$ cat src/rtl/sample_feeder.sv
// sample_feeder: sample FIFO feeding a filter controller through a sample/result handshake.
// Ports:
//   clk          sole clock, rising edge
//   GlobalReset  asynchronous active-high reset
//   din, din_wr  sample enqueue data and strobe
//   full, empty  FIFO occupancy flags
//   srdyi        one-cycle "sample ready" strobe, sample valid while high
//   sample       registered sample presented to the filter
//   srdyo,result filter "result ready" strobe and its data
//   dout         last captured result, dout_valid pulses on each update
//   busy         transaction in flight (ISSUE or WAIT)
//   ovf_err      sticky: write attempted while full
//   to_err       sticky: no result within TIMEOUT+1 WAIT cycles
//   err_clr      synchronous clear of both sticky flags (a same-cycle set wins)
module sample_feeder #(
    parameter int DATA_W  = 16,
    parameter int RES_W   = 36,
    parameter int DEPTH   = 8,
    parameter int TIMEOUT = 15
) (
    input  logic              clk,
    input  logic              GlobalReset,
    input  logic [DATA_W-1:0] din,
    input  logic              din_wr,
    output logic              full,
    output logic              empty,
    output logic              srdyi,
    output logic [DATA_W-1:0] sample,
    input  logic              srdyo,
    input  logic [RES_W-1:0]  result,
    output logic [RES_W-1:0]  dout,
    output logic              dout_valid,
    output logic              busy,
    output logic              ovf_err,
    output logic              to_err,
    input  logic              err_clr
);
    localparam int AW = $clog2(DEPTH);
    localparam int CW = AW + 1;
    localparam int TW = (TIMEOUT > 0) ? $clog2(TIMEOUT + 1) : 1;

    typedef enum logic [1:0] {IDLE, ISSUE, WAIT} state_t;

    state_t            state_q;
    logic [DATA_W-1:0] mem [DEPTH];
    logic [AW-1:0]     wptr_q, wptr_d, rptr_q, rptr_d;
    logic [CW-1:0]     count_q, count_d;
    logic [TW-1:0]     timer_q;
    logic              push, pop, timeout, ovf_d, to_d;
    logic              srdyi_q, dout_valid_q, ovf_q, to_q;
    logic [DATA_W-1:0] sample_q;
    logic [RES_W-1:0]  dout_q;

    // full/empty come from the registered count, so a write while full is
    // dropped even when ISSUE pops in the same cycle
    assign full       = count_q == CW'(DEPTH);
    assign empty      = count_q == '0;
    assign busy       = state_q != IDLE;
    assign srdyi      = srdyi_q;
    assign sample     = sample_q;
    assign dout       = dout_q;
    assign dout_valid = dout_valid_q;
    assign ovf_err    = ovf_q;
    assign to_err     = to_q;

    always_comb begin
        push    = din_wr && !full;
        pop     = state_q == ISSUE;
        timeout = state_q == WAIT && !srdyo && timer_q == TW'(TIMEOUT);
        wptr_d  = push ? wptr_q + AW'(1) : wptr_q;
        rptr_d  = pop ? rptr_q + AW'(1) : rptr_q;
        count_d = count_q + CW'(push) - CW'(pop);
        ovf_d   = (din_wr && full) || (ovf_q && !err_clr);
        to_d    = timeout || (to_q && !err_clr);
    end

    always_ff @(posedge clk) begin
        if (push)
            mem[wptr_q] <= din;
    end

    always_ff @(posedge clk or posedge GlobalReset) begin
        if (GlobalReset) begin
            wptr_q  <= '0;
            rptr_q  <= '0;
            count_q <= '0;
            ovf_q   <= 1'b0;
            to_q    <= 1'b0;
        end else begin
            wptr_q  <= wptr_d;
            rptr_q  <= rptr_d;
            count_q <= count_d;
            ovf_q   <= ovf_d;
            to_q    <= to_d;
        end
    end

    // srdyi and sample are loaded on the IDLE->ISSUE edge so they are
    // registered outputs aligned with the ISSUE cycle; the pop follows it
    always_ff @(posedge clk or posedge GlobalReset) begin
        if (GlobalReset) begin
            state_q      <= IDLE;
            timer_q      <= '0;
            srdyi_q      <= 1'b0;
            sample_q     <= '0;
            dout_q       <= '0;
            dout_valid_q <= 1'b0;
        end else begin
            srdyi_q      <= 1'b0;
            dout_valid_q <= 1'b0;
            case (state_q)
                IDLE: begin
                    if (!empty) begin
                        state_q  <= ISSUE;
                        srdyi_q  <= 1'b1;
                        sample_q <= mem[rptr_q];
                    end
                end
                ISSUE: begin
                    state_q <= WAIT;
                    timer_q <= '0;
                end
                WAIT: begin
                    if (srdyo) begin
                        dout_q       <= result;
                        dout_valid_q <= 1'b1;
                        state_q      <= IDLE;
                    end else if (timer_q == TW'(TIMEOUT)) begin
                        state_q <= IDLE;
                    end else begin
                        timer_q <= timer_q + TW'(1);
                    end
                end
                default: state_q <= IDLE;
            endcase
        end
    end
endmodule

$ cat config.mk
export PLATFORM = sky130hd
export DESIGN_NAME = sample_feeder
export DESIGN_NICKNAME = d
export VERILOG_FILES = /design/src/rtl/sample_feeder.sv
export SDC_FILE = /design/constraint.sdc
export NUM_CORES = 1
export LEC_CHECK = 0
export ABC_AREA = 1
export CAP_MARGIN = 20
export CORE_ASPECT_RATIO = 0.75
export CORE_MARGIN = 1.5
export CORE_UTILIZATION = 59
export DETAILED_ROUTE_END_ITERATION = 10
export PLACE_DENSITY = 0.86
export SLEW_MARGIN = 0
export SYNTH_ARGS = -nofsm -noshare
export SYNTH_HDL_FRONTEND = slang
export SYNTH_SLANG_ARGS = --single-unit
export TNS_END_PERCENT = 5
$ cat constraint.sdc
create_clock -name clk -period 4.75 [get_ports clk]
set_input_delay 0.475 -clock clk [delete_from_list [all_inputs] [get_ports clk]]
set_output_delay 0.475 -clock clk [all_outputs]
set_load 0.05 [all_outputs]
Yosys cells after proc, flatten, opt, wreduce, memory -nomap -nowiden:

Memory sizes are Yosys's and may differ from the RTL's. A register that Yosys moved wholly into a read port is not among the register bits.
Index checks and enable logic that the tools add are counted.

* RAM bits: 128
* output and inout bits: 59
* logic and storage cells: 57
* input bits: 57
* memories: 1
* bits in registers: 56

Memories
* mem: depth 8, bits a word 16, read ports 1, clocked after Yosys merged registers in 1, write ports 1, line 45 `logic [DATA_W-1:0] mem [DEPTH];`

* equality and inequality tests: 8
* muxes and demuxes: 13
* $add $sub $neg: 5
* reduce and logical (&&, ||, !) cells: 19
* bitwise logic cells: 1

Operator list (count)
* 4-bit == test (second input constant): 2
* 4-bit two-way mux: 2
* 4-bit case mux with 2 select lines: 1
* 3-bit by 1-bit adder with 3-bit output (second input constant): 2
* 1-bit logical AND: 6
* 1-bit two-way mux: 6
* 2-bit two-way mux: 3
* 2-bit != test (second input constant): 3
* 2-bit case mux with 3 select lines: 1
* 2-bit AND reduction: 3
* 4-bit by 1-bit adder with 4-bit output: 1
* 4-bit by 1-bit adder with 4-bit output (second input constant): 1
* 4-bit logical NOT: 1
* 2-bit nonzero test: 2
* 4-bit by 1-bit subtractor with 4-bit output: 1
* 1-bit logical NOT: 3
* 3-bit by 2-bit != test with 1-bit output (second input constant): 1
* 3-bit AND reduction: 1
* 2-bit by 1-bit == test with 1-bit output (second input constant): 1
* 2-bit == test (second input constant): 1
* 2-bit logical NOT: 1
* 1-bit logical OR: 2
* 1-bit inverter: 1

Depth between registers and ports, before layout:

Gate-level depths: netlist of the first run.

* depth in word-level cells: 5
* mapped depth: 10
* mapped depth without buffers: 10

Worst setup path before layout of the first run:

No wires, ideal clock.

* path kind: register to register
* from: register count_q[2]
* to: memory mem[4][0] (enable)
* clock period less this slack: 2067 ps
* buffers on the path: 0
* path slack: 2683 ps
* library setup time: 388 ps
* cell stages (with the launch flop): 7
* data required time: 4362 ps
* arrival: 1678 ps
* cell sequence: dfrtp_1 -> inv_1 -> ha_1 -> nand3_1 -> nand2_1 -> or2_4 -> nor2_1

* word-level cells in the longest chain between the ends: 5

RTL lines
* start: declaration: line 47 `logic [CW-1:0] count_q, count_d;`
* start signal: assignment: line 92 `count_q <= count_d;`
* 4-bit == test: line 56 `assign full = count_q == CW'(DEPTH);`
* 1-bit logical NOT: line 67 `push = din_wr && !full;`
* 1-bit logical AND: line 67
* 1-bit two-way mux: line 78 `if (push)`
* 1-bit two-way mux (implied by the code): line 79 `mem[wptr_q] <= din;`
* end: declaration: line 45

No other way between the ends.

Worst setup path after layout of the first run:

* from: register count_q[2]
* to: output port empty

* word-level cells in the longest chain between the ends: 1

RTL lines
* 4-bit logical NOT: line 57 `assign empty = count_q == '0;`
* end: declaration: line 26 `output logic empty,`

No other way between the ends.

==> key figures, run 1 <==
Worst setup path
  • Critical Path End: empty
  • Worst r2r path cells: 7
  • Reg-to-Reg Start: count_q[2]
  • CP startpoint: count_q[2]
  • Crit. End Element: output port
  • Arrival @ worst endpoint: 2.16 ns
  • Worst reg2reg setup slack: 2.54 ns
  • Worst Setup Start Kind: register
  • Critical path peak fanout: 3
  • WS Path Type: register to output port
  • Worst R2R End: mem[2][10]
  • Critical Path RT: around 4.3 ns

Clocking
  • Hold Buf Count CTS: 0
  • CTS buffer count: 17
  • Post-CTS sizing: 0
  • H-tree levels: 4
  • CTS Root Cell: clkbuf_16
  • CTS Buffer Depth: 2
  • CTS tree: built
  • Postcts setup bufs: 0
  • Clock transition at the registers of the reported paths: 0.07 ns
  • Worst-skew pair later-pin latency: between 0.4 and 0.5 ns
  • Clock sink total: 200

Timing
  • Worst setup margin: 2.11 ns
  • Worst slew pin tran: about 0.75 ns
  • Max Transition Viols Final: 0
  • Setup TNS: 0 ns
  • Slew HR: 50.2%
  • Fin crit share: between 50% and 60%
  • Fmax: 0.379 GHz
  • Clock period minus final worst setup slack: ~2.6 ns
  • Setup violations, final: 0
  • RSZ-0062 raised after global routing: no
  • Final hold viol count: 0
  • Layout Skew: 0.00780 ns

Yosys
  • Ranking of synthesized cells by area: edfxtp_1 (46%), dfrtp_1 (21%), nand2_1 (14%), nand3_1 (6.2%), inv_1 (5.0%)
  • Post-Syn Area per Cell: between 10 and 15 um2
  • Mapped Area: 0.00840 mm2
  • Sequential area share after synthesis: 67.2%
  • Gate count after technology mapping: a little over 800
  • Synthesis warning total: 0
  • Seq cells post-synth: 200
  • Top-area cell type share of the netlist area: 45.8%
  • Net count after synthesis: between 800 and 900
  • Area leader, netlist: edfxtp_1
  • Yosys cell types: 26

Detailed routing
  • DRT Wirelength: 18,400 um
  • Initial DRC count: 467
  • Number of routed nets with antenna violations: 0
  • Vias per Instance: 5.24
  • Drt drc: 0
  • DR pass1 iterations: 4
  • Wire length per cell after detailed routing: 16.4 um
  • Via count: 5,888

Floorplanning
  • Core area: 0.0138 mm2
  • # rows: 37
  • DIE AREA: 0.0150 mm2
  • Initial core utilization: 60.9%
  • Io pins: around 120
  • Die Ht: 106 um
  • Die Width: between 100 and 150 um

Final layout
  • Fin nets: 1,002
  • Post-layout util: 74.2%
  • Commonest non-fill, non-tap cell in the layout: nand2_1
  • Commonest cells after routing, fill and taps aside: nand2_1 (321), edfxtp_1 (128), clkdlybuf4s50_1 (115), inv_1 (111), nand3_1 (104)
  • Area Overhead vs Synth: 21.9%
  • Fin cells: approximately 1,100
  • Ant diodes: 0
  • Share of cells above drive strength 1: 6.43%

Global routing
  • GRT Total Usage: between 20 and 30%
  • Initial antenna violation count: 0
  • First-pass GRT wire length: 29,100 um
  • Global route overflow: 0
  • Largest net degree at the start of global routing: 67
  • Vias in the first global route: between 5,000 and 6,000

Place
  • Port buffer count: 115
  • HPWL Detailed: 11,700 um
  • Final Wtd Congestion: a little over 0.8
  • Pre-CTS WS: between 2 and 2.5 ns
  • Inst Count DP: between 1,000 and 1,500

Pwr
  • Power, Total: 7.02 mW
  • Peak VDD IR: 322 uV
  • Leakage Power: 4.67 nW
  • Pwr/cell area: 686 mW/mm2

Job
  • MaxCap Viol Count: 0

Run status
  • Status: finished, final reports clean

Hold path
  • Hold WC Path Type: primary input to asynchronous set/reset pin
==> worst max-delay path, cell delays in order (launching register included) <==
cell	delay (ns)
dfrtp_1	0.37
inv_1	0.10
ha_1	0.15
nor3b_4	0.25
clkdlybuf4s50_1	0.86
==> cells in the mapped netlist <==
cell and number:
a21oi_1 3, buf_12 1, buf_2 15, buf_4 11, buf_6 4, clkbuf_1 2, clkinv_1 3, dfrtp_1 72
edfxtp_1 128, fa_1 1, ha_1 9, inv_1 112, inv_2 3, inv_4 1, nand2_1 321, nand2_2 5
nand3_1 104, nor2_1 11, nor2_2 2, nor2_4 1, nor3b_4 1, o21ai_0 3, o22ai_1 1, or2_4 1
xnor2_1 1, xor2_1 5
==> power breakdown <==
group	internal, mW	total, mW	switching [mW]
Sequential	2.32	2.54	0.228
Combinational	0.934	3.05	2.11
Clock	0.744	1.43	0.682
==> cell families (layout without fill, tap and decap cells) <==
group	after synthesis	after routing	synth area share, %
buffers and inverters	152	279	8.09
and+or+nand+nor	446	446	22.0
adders and majority gates	10	10	1.58
DFF	200	200	67.2
xor gates and xnor gates	6	6	0.626
AOI/OAI and AO/OA	7	7	0.432
==> worst min path at each step <==
stage	startpoint	end	slack, ns	cells past startpoint
6_report	GlobalReset	timer_q[0]	0.45	2
5_1_grt	dout[13]	dout[13]	0.49	2
4_1_cts	GlobalReset	timer_q[0]	0.47	2
3_5_place_dp	dout[13]	dout[13]	0.46	2
3_3_place_gp	dout[34]	dout[34]	0.45	2
2_1_floorplan	timer_q[1]	timer_q[1]	0.50	2
==> routing by layer <==
layer / GRT usage [%] / part of all wire, %
met1: 32.6 / 40
met2: 43.5 / 51
met3: 5.18 / 5.5
met4: 10.7 / 2.5
met5: 0 / 0
==> registers in the layout, summed over array words and instances, names as in the netlist <==
register	count
timer_q	4
rptr_q	3
mem	128
dout	36
sample	16
ovf_err	1
srdyi	1
dout_valid	1
wptr_q	3
to_err	1
state_q	2
count_q	4
==> area by class of cell <==
class / instances / area, um2
multi-input combinational: 469 / 2070
clock inverter: 13 / 124
clock buffer: 19 / 464
tap: 175 / 219
sequential: 200 / 5650
timing repair buffer: 128 / 1260
fill: 905 / 3560
inverter: 119 / 449
==> metrics by stage <==
step | hold WS, ns | area, um2
final | 0.454 | 10200
after CTS | 0.466 | 10200
after global routing | 0.491 | 10200
after global placement | 0.455 | 9620
after detailed placement | 0.459 | 9630
after floorplan | 0.495 | 8400
No activity file was read; power rests on OpenSTA's default activity.
==> run 2: changes to the inputs <==
- CORE_UTILIZATION: 59 -> 49
- PLACE_DENSITY: 0.86 -> 0.76
- clock period: 4.75 -> 2.35 ns (I/O delays scaled with it)
==> key figures, run 2 (same netlist as run 1, synthesis figures left out) <==
Timing
  • Setup violations, final: 0 (unchanged)
  • Min Hold Slack: 0.201 ns (-0.252 ns)
  • RSZ-0062 raised after global routing: no
  • Fmax: 0.475 GHz
  • Setup TNS: 0 ns (unchanged)
  • Max Transition Viols Final: 0 (unchanged)
  • Layout Skew: 0.00891 ns (+0.00111 ns)
  • Worst slew pin tran: 0.605 ns (-0.142 ns)
  • Clock period minus final worst setup slack: 2.10 ns
  • Slew HR: 59.4% (+9.2 points)
  • Fin crit share: 89.5%
  • Final hold viol count: 0 (unchanged)

Worst setup path
  • Crit. End Element: output port
  • Critical path's slowest cell: dlygate4sd2_1
  • CP top delay family: buffers and inverters
  • Critical path peak fanout: 3 (unchanged)
  • Worst Setup Start Kind: register
  • Crit path cell chain: inv_1 > ha_1 > nor3b_4 > dlygate4sd2_1
  • CP bufs+invs: 2 (unchanged)
  • Arrival @ worst endpoint: 1.87 ns (-0.29 ns)
  • WS Path Type: register to output port
  • Critical Path RT: 2.12 ns (-2.16 ns)
  • CP max stage delay: 0.58 ns (-0.28 ns)

Floorplanning
  • Io pins: 116 (unchanged)
  • DIE AREA: 0.0179 mm2 (+20%)
  • Die Ht: 116 um (+9.5%)
  • Die Width: 154 um (+9.5%)
  • Core area: 0.0168 mm2 (+22%)
  • Initial core utilization: 50.0% (-11 points)
  • # rows: 41 (+11%)

Global routing
  • First-pass GRT wire length: 28,200 um (-3.1%)
  • Largest net degree at the start of global routing: 73 (+9.0%)
  • Global route overflow: 0 (unchanged)
  • Vias in the first global route: 5,512 (-6.0%)
  • Initial antenna violation count: 0 (unchanged)
  • GRT Total Usage: 20.5% (-5.1 points)

Clocking
  • CTS tree: built
  • Clock transition at the registers of the reported paths: 0.07 ns (about the same)
  • CTS Buffer Depth: 2 (unchanged)
  • Hold Buf Count CTS: 0 (unchanged)
  • H-tree levels: 4 (unchanged)
  • Clock sink total: 200 (unchanged)
  • CTS Root Cell: clkbuf_16
  • CTS buffer count: 17 (unchanged)
  • Worst-skew pair later-pin latency: 0.43 ns (about the same)

Detailed routing
  • DR pass1 iterations: 4 (unchanged)
  • Vias per Instance: 4.78 (-8.8%)
  • Initial DRC count: 414 (-11%)
  • Number of routed nets with antenna violations: 0 (unchanged)
  • Wire length per cell after detailed routing: 14.8 um (-10%)
  • Via count: 5,591 (-5.0%)
  • DRT Wirelength: 17,300 um (-6.4%)
  • Drt drc: 0 (unchanged)

Pwr
  • Peak VDD IR: 607 uV (+88%)
  • Power, Total: 14.0 mW (+100%)
  • Pwr/cell area: 1360 mW/mm2 (+98%)
  • Leakage Power: 4.69 nW (+0.47%)

Final layout
  • Share of cells above drive strength 1: 6.81% (+0.38 points)
  • Ant diodes: 0 (unchanged)
  • Max reg flops: 128 (unchanged)
  • Area Overhead vs Synth: 22.8%
  • Fin nets: 1,008 (+0.60%)
  • Biggest register: mem
  • Commonest cells after routing, fill and taps aside: nand2_1 (321), edfxtp_1 (128), clkdlybuf4s50_1 (113), inv_1 (111), nand3_1 (104)
  • Layout fillers: 1,301 (+44%)
  • Commonest non-fill, non-tap cell in the layout: nand2_1
  • Post-layout util: 61.5% (-13 points)

Place
  • HPWL Detailed: 10,800 um (-7.9%)
  • Port buffer count: 115 (unchanged)
  • Final Wtd Congestion: 0.735 (-9.2%)

Hold path
  • Hold WC Path Type: primary input to asynchronous set/reset pin

Job
  • MaxCap Viol Count: 0 (unchanged)

Run status
  • Status: finished, final reports clean
run 2: cell count changes in the layout (fill, tap and decap cells not counted), moves of 2 or more:
cell | before | now
clkinvlp_4 | 0 | 4
clkdlybuf4s50_1 | 115 | 113
clkinv_2 | 0 | 3
inv_8 | 5 | 0
buf_4 | 12 | 17
run 2: area by class of cell:
type                    instances  area, um2  area share (%)
flip-flops and latches        200       5650            54.8
multi-input cells             469       2070            20.1
repair buffers                134       1320            12.8
inverters                     119        450            4.37
clock buffers                  18        429            4.16
well taps                     215        269            2.61
clock inverters                14        126            1.23
run 2: path summary, 6_finish.rpt:
path                             start  cells past startpoint  slack, ns    endpoint
setup / recovery            count_q[2]                      4       0.25       empty
hold / removal             GlobalReset                      3       0.20    dout[16]
setup reg to reg            count_q[2]                      9       0.33  count_q[2]
hold reg to reg               dout[28]                      2       0.47    dout[28]
max in group asynchronous  GlobalReset                      3       1.82   rptr_q[0]
min in group clk             result[8]                      3       0.33     dout[8]
run 2: metal layers:
layer	wire [um]	track usage, %	up-vias
met3	1020	4.08	18
met4	223	7.25	0
li1	-	-	2834
met1	7610	28.2	2589
met5	0	0	-
met2	8410	33.2	150
run 2: worst register-to-register path: stages, from the launching register on:
cell and delay (ns):
dfrtp_1 0.32, inv_1 0.06, ha_1 0.19, nand3_1 0.10, nand2_1 0.12, ha_1 0.30, inv_1 0.04, ha_1 0.20
fa_1 0.40, xor2_1 0.17
run 2: what timing repair did:
item	4_1_cts	5_1_grt
pin swaps	0	0
endpoints found under the setup margin	1	1
buffers inserted	0	0
gates cloned	0	0
gates resized for setup	1	1
run 2: report_power, final:
| group | internal (mW) | switching [mW] |
|---|---|---|
| Combinational | 1.95 | 4.18 |
| Sequential | 4.69 | 0.465 |
| Clock | 1.47 | 1.27 |
run 2: through the flow:
stage	cells	area [um2]	setup slack (ns)
after CTS	1169	10300	0.0752
after global routing	1169	10300	0.124
after floorplan	821	8400	0.283
after detailed placement	1137	9760	0.287
final	1169	10300	0.246
after global placement	1137	9760	0.324
==> run 3: changes to the inputs <==
- CORE_MARGIN: 1.5 -> default
- REMOVE_ABC_BUFFERS: default -> 1
==> key figures, run 3 (same netlist as run 1, synthesis figures left out) <==
Run status
  • Status: finished, final reports clean

Floorplanning
  • Die Ht: 115 um (-0.86%)
  • # rows: 41 (unchanged)
  • Die Width: 153 um (-0.65%)
  • Initial core utilization: 50.0% (unchanged)
  • Core area: 0.0168 mm2 (unchanged)
  • DIE AREA: 0.0177 mm2 (-1.5%)
  • Io pins: 116 (unchanged)

Clocking
  • CTS Buffer Depth: 2 (unchanged)
  • CTS tree: built
  • Clock transition at the registers of the reported paths: 0.07 ns (about the same)
  • Clock sink total: 200 (unchanged)
  • CTS Root Cell: clkbuf_16
  • H-tree levels: 4 (unchanged)
  • CTS buffer count: 17 (unchanged)
  • Worst-skew pair later-pin latency: 0.44 ns (about the same)

Timing
  • Clock period minus final worst setup slack: 2.14 ns (+0.0392 ns)
  • Setup violations, final: 0 (unchanged)
  • Layout Skew: 0.0110 ns (+0.00213 ns)
  • Setup TNS: 0 ns (unchanged)
  • Worst slew pin tran: 0.745 ns (+0.140 ns)
  • Fin crit share: 91.2% (+1.7 points)
  • RSZ-0062 raised after global routing: no
  • Final hold viol count: 0 (unchanged)
  • Slew HR: 50.3% (-9.1 points)
  • Max Transition Viols Final: 0 (unchanged)
  • Fmax: 0.467 GHz (-1.8%)

Worst setup path
  • Arrival @ worst endpoint: 1.91 ns (+0.04 ns)
  • Crit. End Element: output port
  • Critical Path RT: 2.12 ns (about the same)
  • WS Path Type: register to output port
  • Worst reg2reg setup slack: 0.30 ns (-0.03 ns)
  • Critical path peak fanout: 3 (unchanged)
  • Worst Setup Start Kind: register

Global routing
  • GRT Total Usage: 21.1% (+0.51 points)
  • Vias in the first global route: 5,386 (-2.3%)
  • First-pass GRT wire length: 27,800 um (-1.3%)
  • Initial antenna violation count: 0 (unchanged)
  • Global route overflow: 0 (unchanged)
  • Largest net degree at the start of global routing: 66 (-9.6%)

Detailed routing
  • Initial DRC count: 500 (+21%)
  • DRT Wirelength: 18,100 um (+5.0%)
  • DR pass1 iterations: 5 (+1)
  • Number of routed nets with antenna violations: 0 (unchanged)
  • Via count: 5,804 (+3.8%)
  • Wire length per cell after detailed routing: 15.4 um (+4.5%)
  • Drt drc: 0 (unchanged)
  • Vias per Instance: 4.94 (+3.3%)

Final layout
  • Layout fillers: 1,285 (-1.2%)
  • Share of cells above drive strength 1: 7.50% (+0.69 points)
  • Fin cells: 1,175 (+0.51%)
  • Fin nets: 1,014 (+0.60%)
  • Ant diodes: 0 (unchanged)
  • Post-layout util: 61.9% (+0.45 points)
  • Commonest non-fill, non-tap cell in the layout: nand2_1
  • Area Overhead vs Synth: 23.7%
  • Max reg flops: 128 (unchanged)
  • Biggest register: mem
  • Commonest cells after routing, fill and taps aside: nand2_1 (321), edfxtp_1 (128), clkdlybuf4s50_1 (113), inv_1 (111), nand3_1 (104)

Place
  • Inst Count DP: 1,143 (+0.53%)
  • Final Wtd Congestion: 0.772 (+5.0%)
  • HPWL Detailed: 11,200 um (+3.3%)
  • Port buffer count: 115 (unchanged)

Job
  • MaxCap Viol Count: 0 (unchanged)

Pwr
  • Pwr/cell area: 1380 mW/mm2 (+1.4%)
  • Leakage Power: 4.73 nW (+0.86%)
  • Peak VDD IR: 682 uV (+12%)
  • Power, Total: 14.3 mW (+2.1%)

Hold path
  • Hold WC Path Type: primary input to asynchronous set/reset pin
-- run 3: cell count changes in the layout (fill, tap and decap cells not counted) --
cell	before	now
inv_6	3	6
inv_8	0	1
dlymetal6s2s_1	1	0
bufinv_16	1	2
clkbuf_1	1	0
buf_4	17	23
clkinvlp_4	4	3
clkinv_2	3	2
dlygate4sd2_1	1	2
clkinv_4	3	1
-- run 3: layout make-up --
class	count	area (um2)	area share (%)
clock buffer	17	425	4.10
clock inverter	15	164	1.58
inverter	119	450	4.34
multi-input combinational	469	2070	19.9
sequential	200	5650	54.4
tap	215	269	2.59
timing repair buffer	140	1360	13.1
-- run 3: path summary, 6_finish.rpt --
| path | endpoint | cells after the start | from |
|---|---|---|---|
| hold reg to reg | dout[23] | 2 | dout[23] |
| setup / recovery | empty | 4 | count_q[2] |
| max in group asynchronous | sample[5] | 3 | GlobalReset |
| setup reg to reg | count_q[2] | 9 | count_q[2] |
| min in group clk | dout[23] | 3 | result[23] |
| hold / removal | dout[7] | 3 | GlobalReset |
-- run 3: stage by stage --
step,setup slack [ns],hold WS (ns),cell area [um2]
final,0.207,0.221,10400
after global routing,0.113,0.250,10400
after CTS,0.195,0.224,10400
after detailed placement,0.298,0.457,9800
after global placement,0.315,0.452,9800
after floorplan,-0.156,0.334,8170
-- run 3: report_power, final --
part	internal (mW)	switching [mW]
logic	1.97	4.33
clock network	1.59	1.33
registers	4.68	0.400
total	8.25	6.07
-- run 3: repair_timing --
| action | CTS | global route |
|---|---|---|
| setup endpoints to repair | 2 | 0 |
| setup buffers | 0 | 0 |
| hold buffers | 0 | 0 |
| gates resized for setup | 2 | 0 |
-- run 3: metal layers --
layer | global-route usage [%] | wire [um] | up-vias
met5 | 0 | 0 | -
met4 | 6.33 | 208 | 0
met2 | 34.2 | 8980 | 185
met1 | 28.5 | 7640 | 2756
met3 | 5.01 | 1280 | 17
li1 | - | - | 2846
-- run 3: critical path: stages (launching register included) --
cell           delay [ns]
dfrtp_1              0.37
inv_1                0.11
ha_1                 0.16
nor3b_4              0.27
dlygate4sd2_1        0.57
